### src/rtl/clk_div_gen.sv
// Programmable clock divider: registered divided clock, end-of-period tick and
// completed-period counter. Divisor changes take effect only at period boundaries.
module clk_div_gen #(
   parameter int DIV_W       = 8,
   parameter int DEFAULT_DIV = 4
) (
   input  logic             clk,
   input  logic             rst_n,
   input  logic             en,
   input  logic [DIV_W-1:0] div_in,
   input  logic             div_load,
   output logic             div_ack,
   output logic             clk_out,
   output logic             tick,
   output logic             busy,
   output logic [15:0]      cycle_cnt,
   output logic [1:0]       dbg_state
);

   localparam logic [1:0] S_IDLE = 2'd0;
   localparam logic [1:0] S_RUN  = 2'd1;
   localparam logic [1:0] S_STOP = 2'd2;

   localparam logic [DIV_W-1:0] ONE_N   = DIV_W'(1);
   localparam logic [DIV_W-1:0] TWO_N   = DIV_W'(2);
   localparam logic [DIV_W:0]   ONE_H   = (DIV_W+1)'(1);
   localparam logic [DIV_W-1:0] DEF_N   = DIV_W'(DEFAULT_DIV);

   logic [1:0]       state_q, state_d;
   logic [DIV_W-1:0] cnt_q, cnt_d;
   logic [DIV_W-1:0] n_q, n_d;
   logic [DIV_W-1:0] pend_div_q, pend_div_d;
   logic             pend_q, pend_d;
   logic             clk_out_q, clk_out_d;
   logic             tick_q, tick_d;
   logic             ack_q, ack_d;
   logic [15:0]      cycle_cnt_q, cycle_cnt_d;
   logic [DIV_W-1:0] load_val;
   logic [DIV_W:0]   high_d;
   logic             wrap;
   logic             run_d;

   always_comb begin
      state_d    = state_q;
      cnt_d      = cnt_q;
      n_d        = n_q;
      pend_d     = pend_q;
      pend_div_d = pend_div_q;
      ack_d      = 1'b0;

      load_val = (div_in < TWO_N) ? TWO_N : div_in;
      wrap     = (state_q != S_IDLE) && (cnt_q == n_q - ONE_N);

      // A strobe in a boundary cycle wins over an older pending value.
      if ((state_q == S_IDLE) || wrap) begin
         if (div_load) begin
            n_d    = load_val;
            ack_d  = 1'b1;
            pend_d = 1'b0;
         end else if (pend_q) begin
            n_d    = pend_div_q;
            ack_d  = 1'b1;
            pend_d = 1'b0;
         end
      end else if (div_load) begin
         pend_d     = 1'b1;
         pend_div_d = load_val;
      end

      case (state_q)
         S_IDLE: begin
            cnt_d = '0;
            if (en) state_d = S_RUN;
         end
         S_RUN: begin
            cnt_d = wrap ? '0 : cnt_q + ONE_N;
            if (!en) state_d = wrap ? S_IDLE : S_STOP;
         end
         S_STOP: begin
            cnt_d = wrap ? '0 : cnt_q + ONE_N;
            if (en)        state_d = S_RUN;
            else if (wrap) state_d = S_IDLE;
         end
         default: begin
            state_d = S_IDLE;
            cnt_d   = '0;
         end
      endcase

      // Waveform flops are derived from the next count and next divisor.
      run_d       = (state_d != S_IDLE);
      high_d      = ({1'b0, n_d} + ONE_H) >> 1;
      clk_out_d   = run_d && ({1'b0, cnt_d} < high_d);
      tick_d      = run_d && (cnt_d == n_d - ONE_N);
      cycle_cnt_d = cycle_cnt_q + {15'd0, tick_q};
   end

   always_ff @(posedge clk) begin
      if (!rst_n) begin
         state_q     <= S_IDLE;
         cnt_q       <= '0;
         n_q         <= DEF_N;
         pend_q      <= 1'b0;
         pend_div_q  <= '0;
         clk_out_q   <= 1'b0;
         tick_q      <= 1'b0;
         ack_q       <= 1'b0;
         cycle_cnt_q <= '0;
      end else begin
         state_q     <= state_d;
         cnt_q       <= cnt_d;
         n_q         <= n_d;
         pend_q      <= pend_d;
         pend_div_q  <= pend_div_d;
         clk_out_q   <= clk_out_d;
         tick_q      <= tick_d;
         ack_q       <= ack_d;
         cycle_cnt_q <= cycle_cnt_d;
      end
   end

   assign clk_out   = clk_out_q;
   assign tick      = tick_q;
   assign div_ack   = ack_q;
   assign busy      = (state_q != S_IDLE);
   assign cycle_cnt = cycle_cnt_q;
   assign dbg_state = state_q;

endmodule

### config.mk
export PLATFORM = sky130hd
export DESIGN_NAME = clk_div_gen
export DESIGN_NICKNAME = d
export VERILOG_FILES = /design/src/rtl/clk_div_gen.sv
export SDC_FILE = /design/constraint.sdc
export NUM_CORES = 1
export LEC_CHECK = 0
export ABC_AREA = 1
export CORE_MARGIN = 4
export CORE_UTILIZATION = 50
export CTS_CLUSTER_SIZE = 40
export DETAILED_ROUTE_END_ITERATION = 12
export GPL_TIMING_DRIVEN = 0
export PLACE_DENSITY = 0.81
export REMOVE_ABC_BUFFERS = 1
export SYNTH_ARGS = -nofsm -noshare
export SYNTH_HDL_FRONTEND = slang
export SYNTH_SLANG_ARGS = --single-unit
### constraint.sdc
create_clock -name clk -period 4.2 [get_ports clk]
set_clock_uncertainty 0.1 [all_clocks]
set_input_delay 0.84 -clock clk [delete_from_list [all_inputs] [get_ports clk]]
set_output_delay 0.84 -clock clk [all_outputs]
set_load 0.02 [all_outputs]
==> impl_metrics.tcl <==
set metrics [dict create \
    pwr_density_cell_mw_per_mm2 348.7 \
    detail_route.wl_per_cell_um 12.70 \
    place_hpwl_mm 5.938 \
    final.hold.worst_slack_ns 0.3646 \
    timing.critical_path.arrival_ns 3.75 \
    leak_pwr_uw 0.001693 \
    critPathRequiredTime_ns 4.33 \
    wl_met1_mm 3.343 \
    area_overhead_of_the_layout_relative_to_synthesis_pct 14.06 \
    post-route-drc-count 0 \
    worst-r2r-setup-slack_ns 0.59 \
    place_inst 596 \
    number_of_cells_on_the_worst_hold_path 2 \
    nFillCells 592 \
    finalWirelength_mm 7.671 \
    netlist.area_leader.share_pct 28.51 \
    postCtsSetupRepairBufs 0 \
    io_buffer_count 33 \
    dpl-instance-area_mm2 0.003598 \
    min-delay-start "pend_div_q[7]" \
    post-route-min-period_ns 3.611 \
    h-tree-depth 2 \
    ant_nets 0 \
    reg2reg_to "clk_out" \
    overflow 0 \
    met2_length_mm 3.654 \
    worst_pin_slew_ns 0.7564 \
    synth-warning-count 0 \
    floorplan.io_pins 34 \
    grt_pass1_wl_mm 13.37 \
    max_cap_violations 0 \
    post_synth_main_area_contributors "dfxtp_1 (29%), nand2_1 (15%), inv_1 (7.3%)" \
    worst_supply_voltage_drop_on_vdd_v 0.0001763 \
    vias_per_inst 5.285 \
    fp.coreArea_mm2 0.006314 \
    antenna_cells_inserted 0 \
    dr.max_layer_used "met4" \
    die_h_um 88.38 \
    fmax_mhz 276.9 \
    gp_congestion 0.9120 \
    largest_net_degree_at_the_start_of_global_routing 29 \
    drtPass1Iterations 5 \
    met3WireLength_um 464 \
    clock_tree.buffer_depth 2 \
    worst_r2r_path_depth 19 \
    setup_viol_count_final 0 \
    clk_root_buffer_cell "clkbuf_8" \
    report.final.slew_viol_count 0 \
    vias 3192 \
    rows 29 \
    hold_ep "pend_div_q[7]" \
    worstHoldPathType "reg -> reg" \
    initial_core_util_pct 51.17 \
    total_die_area_mm2 0.007811 \
    clock_sinks 46 \
    synth_seq_cells 46 \
    area.sequential_um2 920.9 \
    grt_setup_unrepaired "false" \
    design_area_mm2 0.003685 \
    cp-start-kind "flip-flop" \
    period_share_pct 85.98 \
    max-slew-margin-rel_pct 49.41 \
    synth.lib_cells_used.distinct 40 \
    finalHoldViolations 0 \
    synth.largest_area_cell "dfxtp_1" \
    grt_util_all_layers_pct 21.38 \
    final_cell_count_no_fill 604 \
    post_cts_hold_buffer_count 0 \
    later_pin_clock_latency_in_the_skew_report_ns 0.31 \
    cts_tree "yes" \
    worstPathMaxFanout 14 \
    worstReg2RegStart "n_q[0]" \
    mean_cell_area_of_the_mapped_netlist_um2 6.526 \
    clkTransAtPathRegs_ns 0.09 \
    die_w_um 88.38 \
    cts_resized 0 \
    postSynthCellCount 495 \
    outcome "completed" \
    multiInputGateArea_mm2 0.001988 \
    num-nets-final 555 \
    post_route_cells_drive_above_1_share_pct 9.488 \
    vias_in_the_first_global_route 3088 \
    timing.critical_path.to_type "flip-flop" \
    worstSetupPathType "reg -> reg" \
    numCtsBuffers 5 \
    yosysSeqAreaShare_pct 28.51 \
    setup_tns_ns 0 \
    post_synth_instance_area_mm2 0.003231 \
    antenna_found_initial 0 \
    drt_first_iter_violations 217 \
]
-- cells in the final DEF (no fill, tap or decap), types with 5 or more instances in the layout --
cell,instances
nor2_2,7
nor2_1,58
dfxtp_1,46
inv_2,6
nand4_1,5
inv_1,63
nand2_1,129
ha_1,17
xor2_1,7
o21ai_0,18
nor3_1,5
clkbuf_8,5
nand3_1,42
nand2_4,7
nand2_2,11
a21oi_1,23
clkdlybuf4s50_1,33
-- sequential cells by signal, summed over array words and instances, names as in the netlist --
| signal | count |
|---|---|
| pend_q | 1 |
| pend_div_q | 8 |
| dbg_state | 2 |
| cnt_q | 8 |
| clk_out | 1 |
| n_q | 8 |
| cycle_cnt | 16 |
| div_ack | 1 |
| tick | 1 |
-- metrics by stage --
stage	worst slack, ns	util [%]	power, uW
2_1_floorplan	1.121	-	889.9
3_5_place_dp	0.3455	57.00	1017
3_3_place_gp	0.4117	57.00	999.9
4_1_cts	0.5507	58.36	1291
6_report	0.5886	58.36	1285
5_1_grt	0.2991	58.36	1381
-- where the power goes --
group	internal, uW	leakage, uW	total (uW)	switching (uW)
registers	463	0.000375	492	29.3
clock network	118	0.0000452	273	155
logic	177	0.00127	520	344
total	757	0.00169	1290	528
-- final cells by class --
type	instances	area share [%]
tap	77	2.615
clock buffer	6	1.969
clock inverter	2	0.3735
timing repair buffer	33	8.964
inverter	70	7.131
sequential	46	24.99
multi-input combinational	370	53.96
-- cells in the mapped netlist --
master    count
buf_6         1
xor2_1        7
nor3_4        1
ha_1         17
and3_1        2
a21oi_1      23
nand3b_1      4
nand4_1       5
clkbuf_1      6
nand2_2      11
nor2_2        7
buf_2         1
o21ai_1       2
xnor2_1       4
nor3b_1       4
inv_1        63
nor3_1        5
or2_2         2
dfxtp_1      46
nand2_1     129
inv_2         6
a31oi_1       2
o211ai_1      2
nor2_1       58
nand3_1      42
clkinv_1      1
nand3_2       4
o21a_1        1
a221oi_1      1
nor3_2        1
nor2_4        2
o221ai_1      2
nand2_8       1
o21ai_0      18
o22ai_1       1
nand2_4       7
a211oi_1      2
nand4_2       1
buf_12        1
a22oi_1       2
-- metal layers --
layer  global-route usage [%]  vias up
li1                         -     1642
met1                    26.23     1432
met2                    37.25       97
met3                    3.818       21
met4                    7.967        0
met5                        0        -
-- cells by family after synthesis --
logic type,share of synthesized area [%]
fa+ha+maj,6.584
buf+inv,9.953
flops,28.50
xor+xnor,2.982
compound gates,9.682
simple gates,42.29
-- how the worst max path moves through the flow --
| stage | startpoint | to | slack, ns | cells after the start |
|---|---|---|---|---|
| after floorplan | n_q[0] | clk_out | 1.12 | 19 |
| after global placement | div_load | clk_out | 0.41 | 16 |
| after detailed placement | div_load | clk_out | 0.35 | 16 |
| after CTS | n_q[0] | clk_out | 0.55 | 19 |
| after global routing | n_q[0] | clk_out | 0.30 | 19 |
| final | n_q[0] | clk_out | 0.59 | 19 |
-- critical path, cell delays in order, from the launching register on --
cell and delay, ns:
dfxtp_1 0.45, inv_2 0.10, ha_1 0.32, xor2_1 0.15, nand2_1 0.09, nor2_2 0.13
nand3_2 0.10, nor2_4 0.14, nand2_4 0.16, nand3_1 0.16, nand2_4 0.11, inv_1 0.10
ha_1 0.18, nand3_1 0.13, nor2_1 0.16, nand4_1 0.11, ha_1 0.30, a211oi_1 0.25
o211ai_1 0.13, a21oi_1 0.13
(Power assumes the default switching activity.)
